File: src/rtl/exmem_skid_pkg.sv
// Shared MIPS EX/MEM definitions: datapath widths, skid FIFO depth and ctrl bit map.
package exmem_skid_pkg;

    localparam int MIPS_DATA_W = 32;
    localparam int MIPS_REG_W  = 5;
    localparam int FIFO_DEPTH  = 2;

    localparam int CTRL_W        = 3;
    localparam int CTRL_REGWRITE = 2;
    localparam int CTRL_MEMWRITE = 1;
    localparam int CTRL_BRANCH   = 0;

endpackage

File: src/rtl/exmem_entry.sv
// One EX/MEM FIFO slot: load-enabled register cleared by the asynchronous reset.
module exmem_entry #(
    parameter int W = 8
) (
    input  logic         clk,
    input  logic         reset,
    input  logic         en,
    input  logic [W-1:0] d,
    output logic [W-1:0] q
);

    always_ff @(posedge clk or negedge reset) begin
        if (!reset)
            q <= '0;
        else if (en)
            q <= d;
    end

endmodule

File: src/rtl/exmem_skid.sv
// EX/MEM boundary as a 2-entry in-order skid FIFO; ready/valid derived from registered occupancy only.
module exmem_skid
    import exmem_skid_pkg::*;
#(
    parameter int DATA_W = MIPS_DATA_W,
    parameter int REG_W  = MIPS_REG_W
) (
    input  logic              clk,
    input  logic              reset,
    input  logic              flush,
    input  logic              in_valid,
    output logic              in_ready,
    input  logic [DATA_W-1:0] aluresult,
    input  logic              zero,
    input  logic [DATA_W-1:0] writedata,
    input  logic [DATA_W-1:0] pcbranch,
    input  logic [REG_W-1:0]  writereg,
    input  logic [CTRL_W-1:0] ctrl,
    output logic              out_valid,
    input  logic              out_ready,
    output logic [DATA_W-1:0] out_aluresult,
    output logic [DATA_W-1:0] out_writedata,
    output logic [DATA_W-1:0] out_pcbranch,
    output logic [REG_W-1:0]  out_writereg,
    output logic [1:0]        out_ctrl,
    output logic              pcsrc,
    output logic [7:0]        taken_count
);

    localparam int ENTRY_W = 3*DATA_W + REG_W + 3;

    logic [1:0] count;
    logic       head;
    logic       tail;
    logic       push;
    logic       pop;

    logic [ENTRY_W-1:0] entry_d;
    logic [ENTRY_W-1:0] slot_q [FIFO_DEPTH];
    logic [ENTRY_W-1:0] head_q;

    logic [DATA_W-1:0] h_alu;
    logic [DATA_W-1:0] h_wd;
    logic [DATA_W-1:0] h_pcb;
    logic [REG_W-1:0]  h_wr;
    logic              h_rw;
    logic              h_mw;
    logic              h_pcsrc;

    assign in_ready  = (count < 2'd2);
    assign out_valid = (count != 2'd0);
    assign push      = in_valid & in_ready;
    assign pop       = out_valid & out_ready;

    // pcsrc is resolved at push so the head carries a ready-made taken flag.
    assign entry_d = {aluresult, writedata, pcbranch, writereg,
                      ctrl[CTRL_REGWRITE], ctrl[CTRL_MEMWRITE],
                      ctrl[CTRL_BRANCH] & zero};

    for (genvar i = 0; i < FIFO_DEPTH; i++) begin : g_slot
        exmem_entry #(.W(ENTRY_W)) u_entry (
            .clk   (clk),
            .reset (reset),
            .en    (push & ~flush & (tail == 1'(i))),
            .d     (entry_d),
            .q     (slot_q[i])
        );
    end

    assign head_q = slot_q[head];
    assign {h_alu, h_wd, h_pcb, h_wr, h_rw, h_mw, h_pcsrc} = head_q;

    assign out_aluresult = out_valid ? h_alu : '0;
    assign out_writedata = out_valid ? h_wd  : '0;
    assign out_pcbranch  = out_valid ? h_pcb : '0;
    assign out_writereg  = out_valid ? h_wr  : '0;
    assign out_ctrl      = out_valid ? {h_rw, h_mw} : 2'b00;
    assign pcsrc         = out_valid & h_pcsrc;

    always_ff @(posedge clk or negedge reset) begin
        if (!reset) begin
            count <= 2'd0;
            head  <= 1'b0;
            tail  <= 1'b0;
        end else if (flush) begin
            count <= 2'd0;
            head  <= 1'b0;
            tail  <= 1'b0;
        end else begin
            if (push)
                tail <= ~tail;
            if (pop)
                head <= ~head;
            case ({push, pop})
                2'b10:   count <= count + 2'd1;
                2'b01:   count <= count - 2'd1;
                default: count <= count;
            endcase
        end
    end

    // A pop in a flush cycle still reaches the memory stage, so it is counted.
    always_ff @(posedge clk or negedge reset) begin
        if (!reset)
            taken_count <= 8'd0;
        else if (pop && h_pcsrc && (taken_count != 8'hFF))
            taken_count <= taken_count + 8'd1;
    end

endmodule

File: config.mk
export PLATFORM = sky130hd
export DESIGN_NAME = exmem_skid
export DESIGN_NICKNAME = d
export VERILOG_FILES = /design/src/rtl/exmem_skid_pkg.sv /design/src/rtl/exmem_entry.sv /design/src/rtl/exmem_skid.sv
export SDC_FILE = /design/constraint.sdc
export NUM_CORES = 1
export LEC_CHECK = 0
export ABC_AREA = 0
export CAP_MARGIN = 5
export CORE_ASPECT_RATIO = 2
export CORE_UTILIZATION = 35
export DETAILED_ROUTE_END_ITERATION = 7
export SETUP_SLACK_MARGIN = 0.02
export SLEW_MARGIN = 40
export SYNTH_ARGS = -nofsm -noshare
export SYNTH_HDL_FRONTEND = slang
export SYNTH_SLANG_ARGS = --single-unit
File: constraint.sdc
create_clock -name clk -period 1.9 [get_ports clk]
set_input_delay 0.38 -clock clk [delete_from_list [all_inputs] [get_ports clk]]
set_output_delay 0.38 -clock clk [all_outputs]
set_load 0.005 [all_outputs]
== Word-level counts from Yosys, hierarchy flattened ==
Cells that the tools add are included.

* Register bits: 220
* Input bits: 110
* Output and inout bits: 114
* Logic and storage cells: 45

* Add/subtract/negate cells: 3
* $lt $le $gt $ge: 2
* Equal/unequal tests: 3
* Mux-type cells: 14
* Bitwise operators: 11
* Reductions and logical operators: 6

{| class="wikitable"
|+ Operators with widths
! cell !! count
|-
| 2-to-1 mux 104 bit || 3
|-
| 2-to-1 mux 32 bit || 3
|-
| adder 8 x 1 -> 8 bit, second input constant || 1
|-
| inequality test 8 bit, second input constant || 1
|-
| AND 1 bit || 7
|-
| nonzero test 2 bit || 3
|-
| 2-to-1 mux 5 bit || 1
|-
| 2-to-1 mux 1 bit || 4
|-
| 2-to-1 mux 2 bit || 2
|-
| case mux 2 bit (2 select lines) || 1
|-
| inverter 1 bit || 3
|-
| nonzero test 3 bit || 1
|-
| adder 2 x 1 -> 2 bit, second input constant || 1
|-
| equality test 2 x 1 -> 1 bit, second input constant || 1
|-
| equality test 2 bit, second input constant || 1
|-
| greater-or-equal comparator 2 bit, second input constant || 1
|-
| logical AND 1 bit || 2
|-
| less-than comparator 2 bit, second input constant || 1
|-
| inverter 1 -> 2 bit || 1
|-
| subtractor 2 x 1 -> 2 bit, second input constant || 1
|}

== Depth between registers and ports, before layout ==
Gate-level depths: netlist of the first run.

* Depth in word-level cells: 6
* Depth in mapped cells: 6
* Gate-level depth less buffers: 5

== Hierarchy ==
Synthesis of the first run repeated with hierarchy kept, for this count alone.

* Cell total of the unflattened synthesis: 737
* Area total of the unflattened synthesis: 10,421.2 um^2

{| class="wikitable"
|+ Modules (own cells, without submodules)
! module !! instances !! cells each !! area each (um^2) !! seq. area each (um^2)
|-
| exmem_entry || 2 || 220 || 4,112.7 || 2,602.5
|-
| exmem_skid || 1 || 297 || 2,195.9 || 300.3
|}

== Worst setup path after synthesis of the first run ==
No wires, ideal clock.

* Path type: register -> output
* Start point: reg count[0]
* End point: out out_pcbranch[10]
* Arrival: 1.380 ns
* Data required time: 1.520 ns
* Slack: 0.140 ns
* Cell stages (with the launch flop): 6
* Path buffers: 3
* Cell sequence: dfrtp_1 > clkbuf_1 > nor2_1 > clkbuf_1 > buf_1 > nor2_1

* Cells in the longest elaborated chain, start to end: 2

{| class="wikitable"
|+ RTL lines
! item !! RTL line !! source
|-
| from (decl) || exmem_skid.sv:32 || <nowiki>logic [1:0] count;</nowiki>
|-
| from (signal assigned) || exmem_skid.sv:95 || <nowiki>2'b10: count <= count + 2'd1;</nowiki>
|-
| from (signal assigned) || exmem_skid.sv:96 || <nowiki>2'b01: count <= count - 2'd1;</nowiki>
|-
| from (signal assigned) || exmem_skid.sv:97 || <nowiki>default: count <= count;</nowiki>
|-
| nonzero test 2 bit || exmem_skid.sv:51 || <nowiki>assign out_valid = (count != 2'd0);</nowiki>
|-
| 2-to-1 mux 32 bit || exmem_skid.sv:75 || <nowiki>assign out_pcbranch = out_valid ? h_pcb : '0;</nowiki>
|-
| to (decl) || exmem_skid.sv:23 || <nowiki>output logic [DATA_W-1:0] out_pcbranch,</nowiki>
|}

Every way passes these cells.

== Worst setup path after layout of the first run ==
* Start point: reg head
* End point: out out_writedata[16]

* Cells in the longest elaborated chain, start to end: 5

{| class="wikitable"
|+ RTL lines
! item !! RTL line !! source
|-
| from (decl) || exmem_skid.sv:33 || <nowiki>logic head;</nowiki>
|-
| from (signal assigned) || exmem_skid.sv:93 || <nowiki>head <= ~head;</nowiki>
|-
| inverter 1 -> 2 bit (not written as such) || exmem_skid.sv:70 || <nowiki>assign head_q = slot_q[head];</nowiki>
|-
| 2-to-1 mux 104 bit (not written as such) (3 in series) || exmem_skid.sv:70 ||
|-
| 2-to-1 mux 32 bit || exmem_skid.sv:74 || <nowiki>assign out_writedata = out_valid ? h_wd : '0;</nowiki>
|-
| to (decl) || exmem_skid.sv:22 || <nowiki>output logic [DATA_W-1:0] out_writedata,</nowiki>
|}

Every way passes these cells. The select of a mux whose other input is x is not followed.

==> flow_summary_export.csv, run 1 <==
group,metric,value,unit
outcome,status,"finished, violations left",
outcome,violations,"setup timing",
synthesis,ys_warn_count,0,
layout,multi_input_area,5000,µm²
synthesis,synth-edff-count,0,
synthesis,mappedNetlistArea,9860,µm²
job,max_cap_viol_count,0,
sta,finalSetupTns,-65.97,ns
sta,timing.fmax,441,MHz
detailed_routing,postRouteAntennaNets,0,
synthesis,synth_fp_nets,845,
setup_path,reg2reg_slack,-0.30,ns
global_routing,antenna_found_initial,5,
layout,finalNetCount,1179,
setup_path,critical_path_arrival,1.89,ns
sta,rsz0062_at_grt,"true",
synthesis,syn_avg_cell_area,13.4,µm²
clock_tree,cts_sinks,220,
setup_path,ff2ff_path_depth,10,
sta,post-route-period-util,1.19,
detailed_routing,initialDrtViolationCount,260,
clock_tree,root_buffer,"clkbuf_16",
detailed_routing,via_per_inst,4.96,
die,io-pin-count,224,
sta,maxSlewHeadroom,0.627,
place,portBuffers,223,
clock_tree,htree_levels,1,
layout,fill_cells,2310,
synthesis,syn_inst,734,
setup_path,crit_type,"reg -> out",
synthesis,synth_common_cells,"220 x dfrtp_1, 160 x mux2_2, 111 x nor2_1, 105 x mux2i_1, 48 x mux2_1",
detailed_routing,avgRoutedWirePerCell,21.7,µm
layout,syn2layout_area_growth,58.7,%
die,start_util,0.357,
clock_tree,cts_buffer_depth,3,
clock_tree,clock_latency,0.52,ns
die,rows,86,
die,core,27700,µm²
die,chipWidth,121,µm
synthesis,synth-main-ff-cell,"dfrtp_1",
setup_path,path_max_fanout,4,
sta,tightestPinTransition,0.557,ns
global_routing,grt_pass1_wl,40.6,mm
detailed_routing,remaining_drc_errors,0,
synthesis,synth_most_common_cell,"dfrtp_1",
pwr,leakage,7.14,nW
layout,post_layout_nonfiller_instances,1441,
sta,clock_skew,0.0109,ns
setup_path,r2r-end,"g_slot[0].u_entry.q[34]",
layout,stdcell_area,15700,µm²
sta,period_needed,2.27,ns
setup_path,crit_required,1.52,ns
place,post-dp-hpwl,18.0,mm
clock_tree,cts_inserted_buffers,22,
die,die_y,239,µm
global_routing,grt_util_all_layers,0.185,
synthesis,yosysTopAreaCellShare,0.558,
sta,setup_violations,318,
min_path,hold_path_class,"in -> async",
synthesis,yosys.cell_types.count,29,
sta,worst_slack,-0.367,ns
global_routing,grt_pass1_vias,7325,
pwr,powerDensity,1010,nW/µm²
clock_tree,cts_tree,"yes",
synthesis,ys_seq_area_frac,0.558,
detailed_routing,vias,7141,
synthesis,synth-async-reset-ratio,1.00,
die,dieArea,28900,µm²
sta,drv_slew,0,
layout,ff_latch_area,5510,µm²
place,dp_cells,1318,
place,gp_congestion,0.741,
synthesis,synthTopCellsByArea,"dfrtp_1 56%, mux2_2 18%, mux2i_1 11%, mux2_1 5.5%, nor2_1 4.2%",
sta,hold_viol_final,0,
setup_path,reg2reg_from,"count[1]",
layout,drive_gt1_frac,0.479,
synthesis,yosysTopAreaCell,"dfrtp_1",
place,dpl_cell_area,13000,µm²
pwr,ir_drop,0.812,mV
clock_tree,clkTransAtPathRegs,0.06,ns
setup_path,endpoint_kind,"output pin",
detailed_routing,routed_wl,31.3,mm
global_routing,grt_max_degree,85,
detailed_routing,drtPass1Iterations,4,
setup_path,worst_setup_path_start_kind,"flip-flop",
synthesis,synth_seq_cells,220,
global_routing,overflow,0,
cell usage in the layout (no fill, tap or decap), types with 3 or more instances in the layout:
| cell | netlist | layout |
|---|---|---|
| buf_16 | 0 | 10 |
| clkbuf_16 | 0 | 46 |
| clkbuf_8 | 0 | 5 |
| mux2i_2 | 0 | 8 |
| clkbuf_2 | 0 | 11 |
| mux2_4 | 0 | 205 |
| clkbuf_1 | 8 | 3 |
| clkinvlp_4 | 0 | 3 |
| buf_4 | 6 | 27 |
| clkinv_2 | 0 | 5 |
| dfrtp_1 | 220 | 218 |
| buf_2 | 25 | 94 |
| buf_8 | 0 | 12 |
| mux2_2 | 160 | 3 |
| inv_1 | 6 | 4 |
| diode_2 | 0 | 5 |
| nor2_1 | 111 | 105 |
| xor2_1 | 7 | 7 |
| nor2_2 | 0 | 4 |
| mux2i_4 | 0 | 3 |
| clkdlybuf4s50_1 | 0 | 114 |
| nand2_1 | 4 | 4 |
| mux2i_1 | 105 | 94 |
| buf_6 | 5 | 30 |
| nand3_1 | 5 | 3 |
| buf_12 | 0 | 32 |
how the worst max path moves through the flow:
stage | from | end | slack [ns] | depth (start not counted)
after global placement | in_valid | g_slot[1].u_entry.q[2] | -0.24 | 5
after detailed placement | in_valid | g_slot[1].u_entry.q[2] | -0.26 | 5
after CTS | head | out_writedata[16] | -0.39 | 6
after global routing | head | out_writedata[16] | -0.42 | 6
final | head | out_writedata[16] | -0.37 | 6
after floorplan | count[0] | out_pcbranch[10] | 0.14 | 5
sequential cells by signal, summed over array words and instances (netlist names):
| name | count |
|---|---|
| count | 2 |
| g_slot.u_entry.q | 208 |
| head | 1 |
| tail | 1 |
| taken_count | 8 |
per-stage QoR:
| stage | hold WS, ns | setup WS [ns] | util | power, mW |
|---|---|---|---|---|
| after detailed placement | 0.246 | -0.261 | 0.471 | 10.1 |
| after global placement | 0.245 | -0.244 | 0.471 | 9.99 |
| after floorplan | 0.0844 | 0.140 | - | 8.44 |
| final | 0.268 | -0.367 | 0.566 | 15.8 |
| after global routing | 0.256 | -0.419 | 0.566 | 16.5 |
| after CTS | 0.244 | -0.393 | 0.504 | 14.7 |
critical path: stages, from the launching register on:
cell and delay, ns:
dfrtp_4 0.52, buf_12 0.17, buf_12 0.13, buf_12 0.12
mux2i_1 0.12, nor2_1 0.16, buf_2 0.14
metal layers:
| metal | up-vias | part of all wire | global-route usage |
|---|---|---|---|
| li1 | 3230 | - | - |
| met4 | 0 | 0.041 | 0.0778 |
| met1 | 3657 | 0.37 | 0.196 |
| met5 | - | 0 | 0 |
| met3 | 63 | 0.034 | 0.0226 |
| met2 | 191 | 0.55 | 0.360 |
cells by family after synthesis:
logic type | Yosys count | share of synthesized area
AO/OA/AOI/OAI | 7 | 0.00406
adder cells (fa/ha/maj) | 1 | 0.00127
flip-flops | 220 | 0.558
AND/OR/NAND/NOR | 132 | 0.0559
multiplexers | 313 | 0.344
buffers and inverters | 53 | 0.0294
XOR/XNOR | 8 | 0.00710
repair_timing:
action,CTS,global route
buffers inserted,23,27
resized for setup,453,287
cloned,6,27
hold endpoints to repair,10,0
hold buffers,1,0
setup endpoints to repair,114,292
pin swaps,29,32
layout make-up:
type / instances / area share
flip-flops and latches: 220 / 0.352
multi-input cells: 461 / 0.320
inverters: 6 / 0.00144
repair buffers: 357 / 0.251
clock inverters: 10 / 0.00600
well taps: 352 / 0.0281
diodes: 5 / 0.000799
clock buffers: 30 / 0.0410
power by group:
part	internal [mW]	switching [mW]
logic	3.05	1.52
registers	5.98	0.769
clock network	2.52	1.92
No activity file was read; power rests on OpenSTA's default activity.
==> run 2, diff against run 1 <==
- CORE_MARGIN: not set -> 2
- HOLD_SLACK_MARGIN: not set -> 0.06
==> flow_summary_export.csv, run 2 (synthesis results as in run 1) <==
group,metric,value,unit
global_routing,grt_max_degree,50,
setup_path,critPathMostFrequentCell,"buf_12",
layout,mostFrequentLayoutCells,"218 x dfrtp_1, 153 x mux2_2, 115 x clkdlybuf4s50_1",
sta,setup_violations,105,
setup_path,cp_num_buf_inv,5,
die,rows,87,
setup_path,critical_path_arrival,1.93,ns
place,post-dp-hpwl,16.4,mm
sta,clock_skew,0.0113,ns
clock_tree,root_buffer,"clkbuf_16",
clock_tree,clock_latency,0.51,ns
global_routing,antenna_found_initial,2,
layout,post_layout_nonfiller_instances,1384,
place,portBuffers,223,
clock_tree,cts_buffer_depth,3,
die,chipWidth,123,µm
die,core,28000,µm²
layout,fill_cells,2505,
clock_tree,cts_sinks,220,
detailed_routing,initialDrtViolationCount,255,
layout,largest_register_ffs,208,
sta,timing.fmax,433,MHz
die,dieArea,29600,µm²
clock_tree,cts_inserted_buffers,21,
sta,worst_slack,-0.408,ns
layout,syn2layout_area_growth,41.7,%
global_routing,overflow,0,
sta,post-route-period-util,1.21,
place,dp_cells,1315,
sta,hold_viol_final,0,
detailed_routing,remaining_drc_errors,0,
clock_tree,htree_levels,1,
setup_path,path_max_fanout,9,
detailed_routing,postRouteAntennaNets,0,
sta,rsz0062_at_grt,"true",
outcome,violations,"setup timing",
job,max_cap_viol_count,0,
layout,utilization,0.499,
layout,top_register,"g_slot.u_entry.q",
setup_path,crit_required,1.52,ns
setup_path,cp_cell_sequence,"buf_12, buf_12, buf_12, buf_12, mux2i_1, nor2_1, buf_2",
pwr,leakage,6.09,nW
outcome,status,"finished, violations left",
setup_path,crit_type,"reg -> out",
setup_path,endpoint_kind,"output pin",
sta,tightestPinTransition,0.462,ns
pwr,ir_drop,0.590,mV
sta,maxSlewHeadroom,0.691,
clock_tree,clkTransAtPathRegs,0.06,ns
detailed_routing,routed_wl,26.1,mm
global_routing,grt_pass1_vias,7137,
place,gp_congestion,0.697,
global_routing,grt_util_all_layers,0.172,
detailed_routing,avgRoutedWirePerCell,18.9,µm
layout,finalNetCount,1127,
detailed_routing,via_per_inst,4.82,
sta,drv_slew,0,
pwr,power.total,14.4,mW
layout,drive_gt1_frac,0.402,
detailed_routing,drtPass1Iterations,4,
pwr,powerDensity,1030,nW/µm²
setup_path,path_delay_family,"buffers and inverters",
clock_tree,cts_tree,"yes",
min_path,hold_path_class,"in -> async",
sta,period_needed,2.31,ns
global_routing,grt_pass1_wl,39.8,mm
layout,reg_top3,"g_slot.u_entry.q (208), taken_count (8), count (2)",
die,io-pin-count,224,
setup_path,worst_setup_path_start_kind,"flip-flop",
detailed_routing,vias,6668,
die,start_util,0.353,
layout,diodes,0,
layout,layout_commonest_cell,"dfrtp_1",
die,die_y,241,µm
setup_path,crit_path_top_delay_cell,"dfrtp_4",
setup_path,slowest_delay,0.51,ns
==> run 2: changes by cell type in the layout (fill, tap and decap cells not counted), sizes merged, moves of 3 or more <==
cell,change
clkbuf,-28
buf,-24
diode,-5
clkinv,-3
clkinvlp,-3
==> run 2: where the power goes <==
part           switching [mW]  leakage [nW]  internal (mW)  total, mW
logic                    1.30          3.12           2.13       3.44
registers               0.685          2.62           5.97       6.66
clock network            1.77         0.345           2.52       4.29
total                    3.76          6.09           10.6       14.4
==> run 2: final cells by class <==
cell class | count | area [µm²] | area share
clock buffers | 30 | 619 | 0.0443
clock inverters | 5 | 75.1 | 0.00537
inverters | 6 | 22.5 | 0.00161
multi-input cells | 461 | 4290 | 0.307
flip-flops and latches | 220 | 5510 | 0.394
well taps | 356 | 445 | 0.0319
repair buffers | 306 | 3010 | 0.215
==> run 2: what timing repair did <==
item / CTS / global route
gates resized for setup: 459 / 59
buffers inserted: 21 / 7
hold buffers: 1 / 0
endpoints found under the hold margin: 44 / 0
gates cloned: 9 / 6
pin swaps: 44 / 45
setup endpoints to repair: 108 / 152
==> run 2: worst paths after layout <==
path	start	endpoint	slack, ns	cells past startpoint
max in group asynchronous	reset	taken_count[0]	0.90	3
worst min-delay path	reset	g_slot[0].u_entry.q[75]	0.37	2
worst max register to register	head	taken_count[1]	-0.07	8
min in group clk	zero	g_slot[0].u_entry.q[0]	0.47	3
worst min register to register	g_slot[1].u_entry.q[93]	g_slot[1].u_entry.q[93]	0.49	1
worst max-delay path	head	out_writedata[3]	-0.41	7
==> run 2: metrics by stage <==
| step | TNS, ns | worst slack [ns] | hold WS (ns) | cell area, µm² |
|---|---|---|---|---|
| after floorplan | 0 | 0.140 | 0.0844 | 9860 |
| after global placement | -42.34 | -0.229 | 0.319 | 12900 |
| after detailed placement | -43.07 | -0.242 | 0.320 | 12900 |
| after CTS | -34.64 | -0.456 | 0.372 | 13800 |
| after global routing | -36.12 | -0.488 | 0.396 | 14000 |
| final | -27.80 | -0.408 | 0.369 | 14000 |
==> run 2: worst reg2reg max path: cells and delay by family (launching register included) <==
family / cells / cell delay [ns]
flops: 1 / 0.51
buf+inv: 4 / 0.54
mux: 2 / 0.48
simple gates: 2 / 0.30
==> run 2: metal layers <==
layer / GRT usage / part of all wire / vias to the layer above
met5: 0 / 0.0011 / -
met4: 0.0411 / 0.018 / 4
met3: 0.0633 / 0.091 / 31
met2: 0.280 / 0.48 / 195
met1: 0.218 / 0.41 / 3335
li1: - / - / 3103
==> run 3, diff against run 2 <==
- SLEW_MARGIN: 40 -> 10
==> flow_summary_export.csv, run 3 (synthesis results as in run 1) <==
group,metric,value,unit
detailed_routing,vias,6675,
setup_path,worst_setup_path_start_kind,"flip-flop",
place,dpl_cell_area,12900,µm²
detailed_routing,drtPass1Iterations,4,
pwr,sw_frac_of_total,0.261,
setup_path,ff2ff_path_depth,8,
layout,mostFrequentLayoutCells,"218 x dfrtp_1, 153 x mux2_2, 115 x clkdlybuf4s50_1",
clock_tree,root_buffer,"clkbuf_16",
detailed_routing,remaining_drc_errors,0,
global_routing,antenna_found_initial,2,
detailed_routing,postRouteAntennaNets,0,
layout,stdcell_area,14000,µm²
global_routing,grt_pass1_vias,7137,
place,gp_congestion,0.697,
place,portBuffers,223,
clock_tree,cts_tree,"yes",
setup_path,endpoint_kind,"output pin",
layout,syn2layout_area_growth,41.7,%
sta,worst_slack,-0.408,ns
pwr,p_seq_frac,0.463,
die,die_y,241,µm
layout,diodes,0,
sta,maxSlewHeadroom,0.688,
global_routing,grt_pass1_wl,39.8,mm
clock_tree,clock_latency,0.51,ns
sta,post-route-period-util,1.21,
clock_tree,htree_levels,1,
die,core,28000,µm²
setup_path,crit_required,1.52,ns
sta,fin_hold_ws,0.369,ns
setup_path,crit_type,"reg -> out",
sta,timing.fmax,433,MHz
detailed_routing,initialDrtViolationCount,240,
outcome,violations,"setup timing",
layout,finalNetCount,1128,
detailed_routing,via_per_inst,4.82,
pwr,ir_drop,0.590,mV
sta,tightestPinTransition,0.467,ns
sta,clock_skew,0.0115,ns
place,dp_cells,1315,
clock_tree,cts_buffer_depth,3,
outcome,status,"finished, violations left",
die,chipWidth,123,µm
job,max_cap_viol_count,0,
layout,layout_commonest_cell,"dfrtp_1",
detailed_routing,avgRoutedWirePerCell,18.9,µm
sta,period_needed,2.31,ns
die,start_util,0.353,
min_path,hold_path_class,"in -> async",
clock_tree,cts_sinks,220,
detailed_routing,routed_wl,26.1,mm
pwr,powerDensity,1030,nW/µm²
global_routing,grt_util_all_layers,0.172,
sta,drv_slew,0,
pwr,p_sw,3.76,mW
pwr,leakage,6.10,nW
sta,setup_violations,105,
clock_tree,cts_inserted_buffers,21,
pwr,clkPwrFrac,0.298,
setup_path,reg2reg_from,"head",
layout,reg_top3,"g_slot.u_entry.q (208), taken_count (8), count (2)",
clock_tree,clkTransAtPathRegs,0.06,ns
sta,rsz0062_at_grt,"true",
place,post-dp-hpwl,16.4,mm
setup_path,startpoint,"head",
layout,drive_gt1_frac,0.402,
layout,largest_register_ffs,208,
setup_path,path_max_fanout,9,
pwr,pwr-share-comb,0.239,
layout,post_layout_nonfiller_instances,1385,
die,io-pin-count,224,
pwr,p_int,10.6,mW
global_routing,grt_max_degree,50,
sta,hold_viol_final,0,
die,dieArea,29600,µm²
layout,top_register,"g_slot.u_entry.q",
die,rows,87,
global_routing,overflow,0,
setup_path,critical_path_arrival,1.93,ns
-- run 3: cell count changes in the layout (fill, tap and decap cells not counted) --
cell	change
buf_4	+1
-- run 3: through the flow --
| stage | util | power (mW) | TNS (ns) | setup slack (ns) |
|---|---|---|---|---|
| 5_1_grt | 0.500 | 15.3 | -36.12 | -0.488 |
| 3_3_place_gp | 0.461 | 9.86 | -42.34 | -0.229 |
| 6_report | 0.500 | 14.4 | -27.87 | -0.408 |
| 2_1_floorplan | - | 8.44 | 0 | 0.140 |
| 3_5_place_dp | 0.461 | 10.0 | -43.07 | -0.242 |
| 4_1_cts | 0.492 | 14.5 | -34.64 | -0.456 |
-- run 3: routing by layer --
metal  track usage  vias up  routed length (µm)
li1              -     3105                   -
met1         0.218     3336               10700
met2         0.280      199               12500
met3        0.0633       31                2400
met4        0.0411        4                 477
met5             0        -                  30
-- run 3: cell type report --
class                           instances  area (µm²)
Tap cell                              356         445
Timing Repair Buffer                  307        3020
Sequential cell                       220        5510
Fill cell                            2506       14000
Inverter                                6        22.5
Clock inverter                          5        75.1
Multi-Input combinational cell        461        4290
Clock buffer                           30         619
-- run 3: critical path, cell delays in order (launching register included) --
cell     delay [ns]
dfrtp_4        0.51
buf_12         0.14
buf_12         0.13
buf_12         0.13
buf_12         0.14
mux2i_1        0.11
nor2_1         0.11
buf_2          0.15
-- run 3: power by group through the flow --
stage	Combinational, mW	Sequential, mW	Clock (mW)
4_1_cts	3.38	6.63	4.46
2_1_floorplan	1.94	6.50	0
3_5_place_dp	3.31	6.72	0
5_1_grt	3.79	6.82	4.65
6_report	3.45	6.66	4.29
3_3_place_gp	3.23	6.63	0
-- run 3: what timing repair did --
item,4_1_cts,5_1_grt
pin swaps,44,45
cloned,9,6
endpoints found under the setup margin,108,152
hold buffers,1,0
setup buffers,21,8
gates resized for setup,459,60
endpoints found under the hold margin,44,0
-- run 3: path summary, 6_finish.rpt --
kind	endpoint	slack, ns
max	out_writedata[3]	-0.41
min	g_slot[0].u_entry.q[75]	0.37
max reg2reg	taken_count[1]	-0.07
min reg2reg	g_slot[1].u_entry.q[93]	0.49
max in group asynchronous	taken_count[0]	0.90
min in group clk	g_slot[0].u_entry.q[0]	0.47
